$ cat src/rtl/alu_arb_pkg.sv
`default_nettype none
// ============================================================================
//  Module      : alu_arb_pkg
//  Description : Opcode constants and FSM state encoding for alu_arbiter.
//  Revision    : 1.0 - initial release
// ============================================================================
package alu_arb_pkg;

    localparam logic [3:0] OP_ADD  = 4'd0;
    localparam logic [3:0] OP_SUB  = 4'd1;
    localparam logic [3:0] OP_SLL  = 4'd2;
    localparam logic [3:0] OP_AND  = 4'd3;
    localparam logic [3:0] OP_LAST = 4'd3;

    typedef enum logic [1:0] {
        IDLE = 2'd0,
        EXEC = 2'd1,
        RESP = 2'd2
    } state_t;

endpackage
`default_nettype wire

$ cat src/rtl/rr_arb2.sv
`default_nettype none
// ============================================================================
//  Module      : rr_arb2
//  Description : Combinational two-way round-robin picker.
//  Revision    : 1.0 - initial release
// ============================================================================
module rr_arb2 (
    input  logic [1:0] req,
    input  logic       last_grant,
    output logic       grant_valid,
    output logic       grant_id
);

    assign grant_valid = |req;
    // On a tie the port that was not served last wins.
    assign grant_id    = (req == 2'b11) ? ~last_grant : req[1];

endmodule
`default_nettype wire

$ cat src/rtl/alu_arbiter.sv
`default_nettype none
// ============================================================================
//  Module      : alu_arbiter
//  Description : Shares one external 16-bit ALU between two requesters with
//                round-robin arbitration and per-port response handshakes.
//                Optional macro ALU_ARB_OPCHK_EN: illegal opcodes bypass the
//                ALU and return resp_err=1.
//  Revision    : 1.0 - initial release
// ============================================================================
module alu_arbiter
    import alu_arb_pkg::*;
#(
    parameter int DATA_W = 16,
    parameter int OP_W   = 4
) (
    input  logic              clk,
    input  logic              rst,

    input  logic              req0_valid,
    output logic              req0_ready,
    input  logic [DATA_W-1:0] req0_a,
    input  logic [DATA_W-1:0] req0_b,
    input  logic [OP_W-1:0]   req0_op,

    input  logic              req1_valid,
    output logic              req1_ready,
    input  logic [DATA_W-1:0] req1_a,
    input  logic [DATA_W-1:0] req1_b,
    input  logic [OP_W-1:0]   req1_op,

    output logic              resp0_valid,
    input  logic              resp0_ready,
    output logic              resp1_valid,
    input  logic              resp1_ready,
    output logic [DATA_W-1:0] resp_data,
    output logic              resp_err,

    output logic [DATA_W-1:0] alu_a,
    output logic [DATA_W-1:0] alu_b,
    output logic [OP_W-1:0]   alu_op,
    input  logic [DATA_W-1:0] alu_result,

    output logic              busy
);

    state_t            r_state;
    state_t            w_state_next;
    logic              r_last_grant;
    logic              r_gid;
    logic [DATA_W-1:0] r_alu_a;
    logic [DATA_W-1:0] r_alu_b;
    logic [OP_W-1:0]   r_alu_op;
    logic [DATA_W-1:0] r_resp_data;
    logic              r_resp_err;

    logic              w_grant_valid;
    logic              w_grant_id;
    logic [DATA_W-1:0] w_sel_a;
    logic [DATA_W-1:0] w_sel_b;
    logic [OP_W-1:0]   w_sel_op;
    logic              w_illegal;
    logic              w_resp_ack;

    rr_arb2 u_rr_arb2 (
        .req         ({req1_valid, req0_valid}),
        .last_grant  (r_last_grant),
        .grant_valid (w_grant_valid),
        .grant_id    (w_grant_id)
    );

    assign w_sel_a    = w_grant_id ? req1_a  : req0_a;
    assign w_sel_b    = w_grant_id ? req1_b  : req0_b;
    assign w_sel_op   = w_grant_id ? req1_op : req0_op;
    assign w_resp_ack = r_gid ? resp1_ready : resp0_ready;

`ifdef ALU_ARB_OPCHK_EN
    assign w_illegal = (w_sel_op > OP_W'(OP_LAST));
`else
    assign w_illegal = 1'b0;
`endif

    always_ff @(posedge clk) begin
        if (rst) begin
            r_state <= IDLE;
        end else begin
            r_state <= w_state_next;
        end
    end

    always_comb begin
        w_state_next = r_state;
        req0_ready   = 1'b0;
        req1_ready   = 1'b0;
        resp0_valid  = 1'b0;
        resp1_valid  = 1'b0;
        case (r_state)
            IDLE: begin
                // Ready is masked during reset so no request is acknowledged
                // for a cycle whose accept edge is discarded.
                req0_ready = !rst && w_grant_valid && !w_grant_id;
                req1_ready = !rst && w_grant_valid &&  w_grant_id;
                if (w_grant_valid) begin
                    w_state_next = w_illegal ? RESP : EXEC;
                end
            end
            EXEC: begin
                w_state_next = RESP;
            end
            RESP: begin
                resp0_valid = !r_gid;
                resp1_valid =  r_gid;
                if (w_resp_ack) begin
                    w_state_next = IDLE;
                end
            end
            default: begin
                w_state_next = IDLE;
            end
        endcase
    end

    always_ff @(posedge clk) begin
        if (rst) begin
            r_last_grant <= 1'b1;
            r_gid        <= 1'b0;
            r_alu_a      <= '0;
            r_alu_b      <= '0;
            r_alu_op     <= '0;
            r_resp_data  <= '0;
            r_resp_err   <= 1'b0;
        end else begin
            case (r_state)
                IDLE: begin
                    if (w_grant_valid) begin
                        r_gid <= w_grant_id;
                        if (w_illegal) begin
                            r_resp_data <= '0;
                            r_resp_err  <= 1'b1;
                        end else begin
                            r_alu_a  <= w_sel_a;
                            r_alu_b  <= w_sel_b;
                            r_alu_op <= w_sel_op;
                        end
                    end
                end
                EXEC: begin
                    r_resp_data <= alu_result;
                    r_resp_err  <= 1'b0;
                end
                RESP: begin
                    if (w_resp_ack) begin
                        r_last_grant <= r_gid;
                    end
                end
                default: begin
                end
            endcase
        end
    end

    assign alu_a     = r_alu_a;
    assign alu_b     = r_alu_b;
    assign alu_op    = r_alu_op;
    assign resp_data = r_resp_data;
    assign resp_err  = r_resp_err;
    assign busy      = (r_state != IDLE);

endmodule
`default_nettype wire
$ cat config.mk
export PLATFORM = sky130hd
export DESIGN_NAME = alu_arbiter
export DESIGN_NICKNAME = d
export VERILOG_FILES = /design/src/rtl/alu_arb_pkg.sv /design/src/rtl/rr_arb2.sv /design/src/rtl/alu_arbiter.sv
export SDC_FILE = /design/constraint.sdc
export NUM_CORES = 1
export LEC_CHECK = 0
export BUFFER_PORTS_ARGS = -buffer_cell sky130_fd_sc_hd__buf_2
export CAP_MARGIN = 20
export CORE_MARGIN = 8
export CORE_UTILIZATION = 45
export DETAILED_ROUTE_END_ITERATION = 16
export GPL_ROUTABILITY_DRIVEN = 0
export PLACE_DENSITY = 0.95
export SYNTH_ARGS = -nofsm -noshare
export SYNTH_HDL_FRONTEND = slang
export SYNTH_SLANG_ARGS = --single-unit
$ cat constraint.sdc
create_clock -name clk -period 2.4 [get_ports clk]
set_input_delay 0.48 -clock clk [delete_from_list [all_inputs] [get_ports clk]]
set_output_delay 0.48 -clock clk [all_outputs]
set_load 0.005 [all_outputs]
==> run_results.csv, run 1 <==
group,metric,value,unit
placement,dp_hpwl,5880,um
logic_synthesis,synth-seq-area-share,0.459,
sta,min_period_over_period,0.859,
global_routing,grt_remaining_overflow,0,
cts,clock_latency,0.30,ns
worst_setup_path,cp.arrival,1.58,ns
finish,drive_gt1_frac,0.390,
cts,cts_tree,"yes",
floorplan,die_w,89.7,um
cts,cts.path.max_buffers,2,
drt,drt-initial-drc-count,104,
logic_synthesis,yosys-top-cells-area,"dfxtp_1 (46%), nand2_1 (16%), a32oi_1 (12%)",
finish,n_antenna_cell,0,
cts,clock-sinks,56,
sta,finalCriticalPeriod,2.06,ns
finish,fin_util,0.614,
global_routing,grt_usage,0.181,
sta,finalHoldViolCount,0,
floorplan,die_h,89.7,um
logic_synthesis,avgSynthCellArea,8.08,sq um
floorplan,dieArea,0.00804,sq mm
finish,final_common_cell,"buf_2",
floorplan,start_util,0.454,
logic_synthesis,post-synth-top-area-fraction,0.459,
pwr,p_leak,1.60,nW
worst_setup_path,startpoint_type,"register",
logic_synthesis,synth_nets,396,
sta,worst_slew_pin_slew,0.616,ns
finish,nFillCells,472,
drt,avgViaCountPerCell,5.12,
sta,finClkSkew,0.00831,ns
sta,maxSlewViolCount,0,
worst_setup_path,cp_data_required_time,1.92,ns
global_routing,grt_pass1_wl,11400,um
logic_synthesis,synth_area_leader_cell,"dfxtp_1",
floorplan,num_rows,27,
placement,dp_cells,504,
drt,wl_per_cell,15.0,um
cts,path_clk_slew,0.09,ns
global_routing,grt_pass1_vias,2566,
sta,relSlewSlack,0.589,
floorplan,coreArea,0.00537,sq mm
cts,post-cts-setup-buffer-count,0,
drt,firstDrtPassIters,4,
cts,cts_buffers,5,
cts,ctsHtreeMaxLevel,2,
drt,routed_wl,7690,um
pwr,ir_drop,0.000404,V
placement,place_area,0.00321,sq mm
logic_synthesis,yosysWarnings,0,
logic_synthesis,syn_area,0.00244,sq mm
sta,worst_slack,0.337,ns
global_routing,antenna_found_initial,0,
placement,dpl_worst_slack,0.623,ns
sta,setup_violations,0,
worst_setup_path,critPathKind,"register to output port",
pwr,cellPowerDensity,643,mW/mm^2
finish,stdcell_count,511,
drt,ant_nets,0,
job,drv_cap,0,
drt,route.detailed.drc,0,
floorplan,io_pins,152,
placement,placement.io_buffers,150,
worst_setup_path,end_kind,"output port",
min_path,hp-class,"input pin to register",
cts,cts_hold_buf,0,
finish,area_delta_synth_final,35.2,%
outcome,status,"complete, no violations",
logic_synthesis,ys_seq_elements,56,
cts,cts_root_buf,"clkbuf_8",
sta,max_freq,485,MHz
finish,fin_area,0.00330,sq mm
finish,final_cell_mix,"buf_2 (150), nand2_1 (105), dfxtp_1 (56)",
sta,grt_setup_unrepaired,"no",
global_routing,grt_max_degree,56,
logic_synthesis,syn_inst,302,
logic_synthesis,ys_types,23,
finish,nets,533,
worst_setup_path,crit_fanout,6,
sta,timing.setup.tns,0,ns
drt,vias,2618,
cts,post_cts_resized,0,
[flip-flops by register name, summed over array words and instances (netlist names)]
register	cells
alu_b	16
alu_a	16
r_state	2
resp_data	16
alu_op	4
r_gid	1
r_last_grant	1
[area by class of cell]
| cell class | count | area [sq um] | share of cell area |
|---|---|---|---|
| inverter | 3 | 11.3 | 0.00341 |
| multi-input combinational | 216 | 1180 | 0.358 |
| clock inverter | 1 | 8.76 | 0.00265 |
| clock buffer | 6 | 82.6 | 0.0250 |
| sequential | 56 | 1120 | 0.340 |
| tap | 72 | 90.1 | 0.0273 |
| timing repair buffer | 157 | 803 | 0.243 |
[critical path, cell delays in order (launching register included)]
cell,delay (ns)
dfxtp_1,0.34
or2_1,0.30
or3_4,0.39
nor2_1,0.13
buf_2,0.14
[where the power goes]
group	internal, mW	switching (mW)
registers	1.05	0.0604
clock network	0.231	0.287
logic	0.238	0.260
[cell families (layout without fill, tap and decap cells)]
family	Yosys count	after routing	synth area share
AND/OR/NAND/NOR	154	154	0.284
AO/OA/AOI/OAI	60	60	0.189
flip-flops	56	56	0.459
buffers and inverters	30	167	0.0620
other	1	1	0.00154
multiplexers	1	1	0.00461
[cell usage after synthesis]
cell / number
nand2_1: 105
dfxtp_1: 56
nand2b_1: 38
a32oi_1: 34
a21oi_1: 18
clkbuf_1: 18
nor2_1: 5
buf_2: 4
buf_6: 4
inv_1: 3
o21ai_0: 3
a32oi_2: 2
nor2b_1: 2
a21bo_2: 1
a21boi_0: 1
buf_4: 1
conb_1: 1
mux2_2: 1
nor3_1: 1
o211ai_1: 1
or2_1: 1
or2b_1: 1
or3_4: 1
[routing by layer]
| layer | global-route usage | up-vias | wire, um |
|---|---|---|---|
| met3 | 0.0937 | 8 | 1170 |
| li1 | - | 1287 | - |
| met2 | 0.305 | 141 | 3480 |
| met1 | 0.192 | 1182 | 2950 |
| met4 | 0.0529 | 0 | 85 |
| met5 | 0 | - | 0 |
[final timing paths]
check / end / cells past startpoint / start / slack (ns)
worst max-delay path: req0_ready / 4 / r_state[1] / 0.34
worst min-delay path: resp_data[5] / 3 / alu_result[5] / 0.41
worst max register to register: alu_b[0] / 4 / r_state[1] / 0.66
worst min register to register: resp_data[1] / 2 / resp_data[1] / 0.45
[through the flow]
stage	total power, mW	hold slack, ns
6_report	2.12	0.411
2_1_floorplan	1.38	0.453
5_1_grt	2.25	0.399
3_3_place_gp	1.61	0.438
3_5_place_dp	1.63	0.444
4_1_cts	2.15	0.401
No activity file was read; power rests on OpenSTA's default activity.
==> run 2: changes to the inputs <==
- SETUP_SLACK_MARGIN: not set -> 0.5
==> run 2 against run 1 <==
Clock-buffer cell count unchanged. Setup slack gained 0.088 ns. Via count is 0.27% higher. Hold slack lost 0.0014 ns. Critical path depth unchanged.
==> run_results.csv, run 2 (synthesis results as in run 1) <==
group,metric,value,unit
floorplan,coreArea,0.00537,sq mm
floorplan,die_w,89.7,um
pwr,internal_power,1.53,mW
drt,firstDrtPassIters,4,
sta,finClkSkew,0.00841,ns
sta,min_period_over_period,0.823,
pwr,power,2.14,mW
worst_setup_path,slowest_stage,"or3_4",
pwr,cellPowerDensity,639,mW/mm^2
cts,cts_buffers,5,
placement,dp_hpwl,5880,um
global_routing,antenna_found_initial,0,
drt,avgViaCountPerCell,5.09,
cts,ctsHtreeMaxLevel,2,
min_path,whs_endpoint,"resp_data[5]",
job,drv_cap,0,
sta,max_freq,507,MHz
worst_setup_path,reg2reg_to,"alu_b[0]",
finish,drive_gt1_frac,0.405,
worst_setup_path,cp_data_required_time,1.92,ns
pwr,p_sw,613,uW
global_routing,grt_pass1_wl,11500,um
min_path,hp-class,"input pin to register",
sta,grt_setup_unrepaired,"yes",
pwr,comb_power_share,0.242,
finish,n_antenna_cell,0,
floorplan,io_pins,152,
floorplan,dieArea,0.00804,sq mm
sta,relSlewSlack,0.585,
worst_setup_path,r2r-start,"r_state[0]",
worst_setup_path,path_cells,"or2_4 -> or3_4 -> nor2_4 -> buf_2",
drt,vias,2625,
global_routing,grt_usage,0.182,
finish,nFillCells,472,
cts,cts_root_buf,"clkbuf_8",
worst_setup_path,cp.arrival,1.49,ns
outcome,status,"complete, no violations",
floorplan,start_util,0.454,
sta,whs,0.410,ns
worst_setup_path,reg2reg_depth,5,
drt,route.detailed.drc,0,
pwr,ir_drop,0.000411,V
finish,final_cell_mix,"buf_2 (150), nand2_1 (105), dfxtp_1 (54)",
placement,placement.io_buffers,150,
worst_setup_path,critPathKind,"register to output port",
cts,cts.path.max_buffers,2,
global_routing,grt_max_degree,56,
drt,routed_wl,7780,um
pwr,clkPwrFrac,0.242,
pwr,seqPwrFrac,0.517,
worst_setup_path,end_kind,"output port",
drt,drt-initial-drc-count,95,
worst_setup_path,crit_fanout,5,
worst_setup_path,regToRegSetupSlack,0.58,ns
sta,finalCriticalPeriod,1.97,ns
finish,area_delta_synth_final,37.2,%
global_routing,grt_remaining_overflow,0,
floorplan,die_h,89.7,um
sta,worst_slew_pin_slew,0.623,ns
finish,final_common_cell,"buf_2",
sta,setup_violations,0,
min_path,hold_path_startpoint,"alu_result[5]",
cts,clock-sinks,56,
sta,timing.setup.tns,0,ns
finish,nets,538,
cts,cts_tree,"yes",
global_routing,grt_pass1_vias,2580,
drt,ant_nets,0,
worst_setup_path,max_stage_delay,0.38,ns
pwr,p_leak,1.62,nW
cts,clock_latency,0.30,ns
cts,path_clk_slew,0.09,ns
pwr,p_sw_frac,0.286,
worst_setup_path,startpoint_type,"register",
floorplan,num_rows,27,
sta,finalHoldViolCount,0,
min_path,hold_path_depth,3,
sta,maxSlewViolCount,0,
drt,wl_per_cell,15.1,um
run 2: changes by cell type in the layout (fill, tap and decap cells not counted):
cell / before / now
nor2_4: 0 / 1
or2_4: 0 / 1
nor2_1: 4 / 3
dfxtp_1: 56 / 54
or2_1: 1 / 0
buf_4: 7 / 12
dfxtp_2: 0 / 2
run 2: worst max path at each step:
stage                     startpoint  slack [ns]         end
after floorplan           r_state[1]        0.59  req0_ready
after global placement    req0_valid        0.61  req0_ready
after detailed placement  req0_valid        0.62    alu_b[0]
after CTS                 r_state[1]        0.41  req0_ready
after global routing      r_state[0]        0.38  req0_ready
final                     r_state[0]        0.43  req0_ready
run 2: layout make-up:
| cell class | instances | area (sq um) | area share |
|---|---|---|---|
| Inverter | 3 | 11.3 | 0.00336 |
| Sequential cell | 56 | 1120 | 0.335 |
| Tap cell | 72 | 90.1 | 0.0269 |
| Clock buffer | 6 | 82.6 | 0.0247 |
| Multi-Input combinational cell | 216 | 1190 | 0.356 |
| Timing Repair Buffer | 162 | 841 | 0.251 |
| Clock inverter | 1 | 8.76 | 0.00261 |
run 2: worst max-delay path, delay by kind of cell (launching register included):
family	cells	cell delay (ns)
simple gates	3	0.73
flops	1	0.34
buf+inv	1	0.12
run 2: what timing repair did:
| action | 4_1_cts | 5_1_grt |
|---|---|---|
| setup buffers | 1 | 4 |
| pin swaps | 0 | 1 |
| hold buffers | 0 | 0 |
| gates cloned | 0 | 0 |
| endpoints found under the setup margin | 1 | 1 |
| gates resized for setup | 5 | 0 |
run 2: power by group through the flow:
stage                     clock, mW  sequential [mW]  combinational [mW]
after floorplan                   0             1.13               0.248
after global placement            0             1.12               0.488
after detailed placement          0             1.13               0.505
after CTS                     0.539             1.11               0.513
after global routing          0.574             1.12               0.575
final                         0.517             1.11               0.517
run 2: through the flow:
stage	cell area [sq um]	cells	utilization	setup WS (ns)
finish	3350	516	0.624	0.426
global route	3350	516	0.624	0.375
CTS	3320	512	0.618	0.413
detailed placement	3210	504	0.597	0.623
global placement	3210	504	0.597	0.612
floorplan	2440	302	-	0.594
run 2: layer usage:
metal / global-route usage / wire length, um / vias to the layer above
met4: 0.0529 / 98 / 0
li1: - / - / 1298
met5: 0 / 0 / -
met2: 0.307 / 3510 / 130
met1: 0.193 / 2980 / 1188
met3: 0.0937 / 1190 / 9
==> run 3: changes to the inputs <==
- CORE_UTILIZATION: 45 -> 38
- PLACE_DENSITY: 0.95 -> 0.86
- clock period: 2.4 -> 1.72 ns (I/O delays scaled with it)
==> run 3 against run 2 <==
The run now ends with setup timing left. Largest power group unchanged. Non-clock buffer count up 8. Cell count up 2.7%. Combinational power up 53%. Design area up 5.3%. Hold slack worse by 0.14 ns. Sequential share of layout area down 1.7 points. Utilization down 6.1 points. Via count up 0.95%.
==> run_results.csv, run 3 (synthesis results as in run 1) <==
group,metric,value,unit
cts,cts_tree,"yes",
job,drv_cap,0,
sta,min_period_over_period,1.04,
drt,wl_per_cell,15.3,um
min_path,hold_path_depth,3,
placement,dp_hpwl,5950,um
finish,n_antenna_cell,0,
drt,vias,2650,
drt,ant_nets,0,
outcome,status,"complete, but fails checks",
finish,area_delta_synth_final,44.5,%
cts,cts.path.max_buffers,2,
pwr,cellPowerDensity,926,mW/mm^2
floorplan,die_w,96.2,um
sta,grt_setup_unrepaired,"yes",
global_routing,use_met2,0.282,
drt,avgViaCountPerCell,5.00,
placement,place_area,0.00325,sq mm
pwr,ir_drop,0.000547,V
sta,whs,0.266,ns
finish,nets,546,
floorplan,start_util,0.389,
finish,seq_area,0.00112,sq mm
global_routing,grt_remaining_overflow,0,
finish,final_common_cell,"buf_2",
sta,finClkSkew,0.00787,ns
global_routing,grt_pass1_vias,2749,
global_routing,grt_max_degree,39,
placement,placement.io_buffers,150,
outcome,violations,"setup timing",
global_routing,grt_use_met3,0.0788,
worst_setup_path,cp.arrival,1.45,ns
cts,cts_hold_buf,0,
drt,route.detailed.drc,0,
finish,stdcell_count,530,
cts,cts_root_buf,"clkbuf_8",
worst_setup_path,reg2reg_depth,4,
drt,routed_wl,8090,um
cts,cts_buffers,5,
finish,multiInputGateArea,0.00122,sq mm
sta,setup_violations,2,
finish,nFillCells,594,
sta,finalCriticalPeriod,1.79,ns
drt,drt-initial-drc-count,88,
cts,clock-sinks,56,
sta,max_freq,558,MHz
floorplan,coreArea,0.00628,sq mm
sta,maxSlewViolCount,0,
min_path,hp-class,"input pin to register",
finish,fin_area,0.00353,sq mm
cts,clock_latency,0.30,ns
worst_setup_path,crit_fanout,2,
worst_setup_path,cp_data_required_time,1.38,ns
floorplan,dieArea,0.00924,sq mm
worst_setup_path,path_cells,"or2_4 -> or3_4 -> nor2_4 -> buf_6",
floorplan,num_rows,29,
worst_setup_path,startpoint_type,"register",
global_routing,grt_use_met1,0.177,
global_routing,grt.busiest_layer,"met2",
finish,final_cell_mix,"buf_2 (148), nand2_1 (105), dfxtp_1 (54)",
sta,finalHoldViolCount,0,
pwr,p_leak,1.70,nW
global_routing,antenna_found_initial,0,
floorplan,io_pins,152,
worst_setup_path,critPathKind,"register to output port",
worst_setup_path,end_kind,"output port",
worst_setup_path,slowest_stage,"or3_4",
drt,firstDrtPassIters,4,
sta,worst_slack,-0.0733,ns
cts,path_clk_slew,0.10,ns
floorplan,die_h,96.2,um
sta,timing.setup.tns,-0.0846,ns
placement,dp_cells,513,
global_routing,grt_pass1_wl,12200,um
cts,ctsHtreeMaxLevel,2,
global_routing,grt_usage,0.164,
worst_setup_path,max_stage_delay,0.38,ns
finish,drive_gt1_frac,0.426,
==> run 3: final cells by class <==
class,instances,area share
Clock buffer,7,0.0273
Clock inverter,1,0.00851
Inverter,3,0.00319
Multi-Input combinational cell,216,0.345
Sequential cell,56,0.318
Tap cell,77,0.0273
Timing Repair Buffer,170,0.270
==> run 3: through the flow <==
| stage | worst slack (ns) | utilization | power (mW) |
|---|---|---|---|
| 2_1_floorplan | 0.125 | - | 1.94 |
| 3_3_place_gp | 0.187 | 0.518 | 2.26 |
| 3_5_place_dp | 0.127 | 0.518 | 2.29 |
| 4_1_cts | -0.106 | 0.550 | 3.26 |
| 5_1_grt | -0.126 | 0.562 | 3.46 |
| 6_report | -0.0733 | 0.562 | 3.27 |
==> run 3: report_power, final <==
part / switching, mW / leakage, nW / internal [mW]
Combinational: 0.392 / 1.17 / 0.401
Sequential: 0.0831 / 0.464 / 1.46
Clock: 0.418 / 0.0645 / 0.514
Total: 0.893 / 1.70 / 2.37
==> run 3: what timing repair did <==
action / in CTS / in global routing
setup endpoints to repair: 42 / 52
buffers inserted: 5 / 3
resized for setup: 11 / 13
hold endpoints to repair: 0 / 0
gates cloned: 0 / 1
pin swaps: 6 / 3
==> run 3: worst max-delay path: cells and delay by family (launching register included) <==
kind | cells | cell delay (ns)
and+or+nand+nor | 3 | 0.71
buffers and inverters | 1 | 0.10
DFF | 1 | 0.33
==> run 3: final timing paths <==
kind	startpoint	endpoint	slack, ns
max	r_state[0]	req0_ready	-0.07
min	alu_result[5]	resp_data[5]	0.27
max reg2reg	r_state[0]	alu_b[10]	0.18
min reg2reg	resp_data[5]	resp_data[5]	0.45
==> run 3: per-layer routing <==
layer  part of all wire  vias to the layer above
met5                  0                        -
met4             0.0080                        0
met3               0.15                        8
met2               0.46                      136
met1               0.38                     1194
li1                   -                     1312
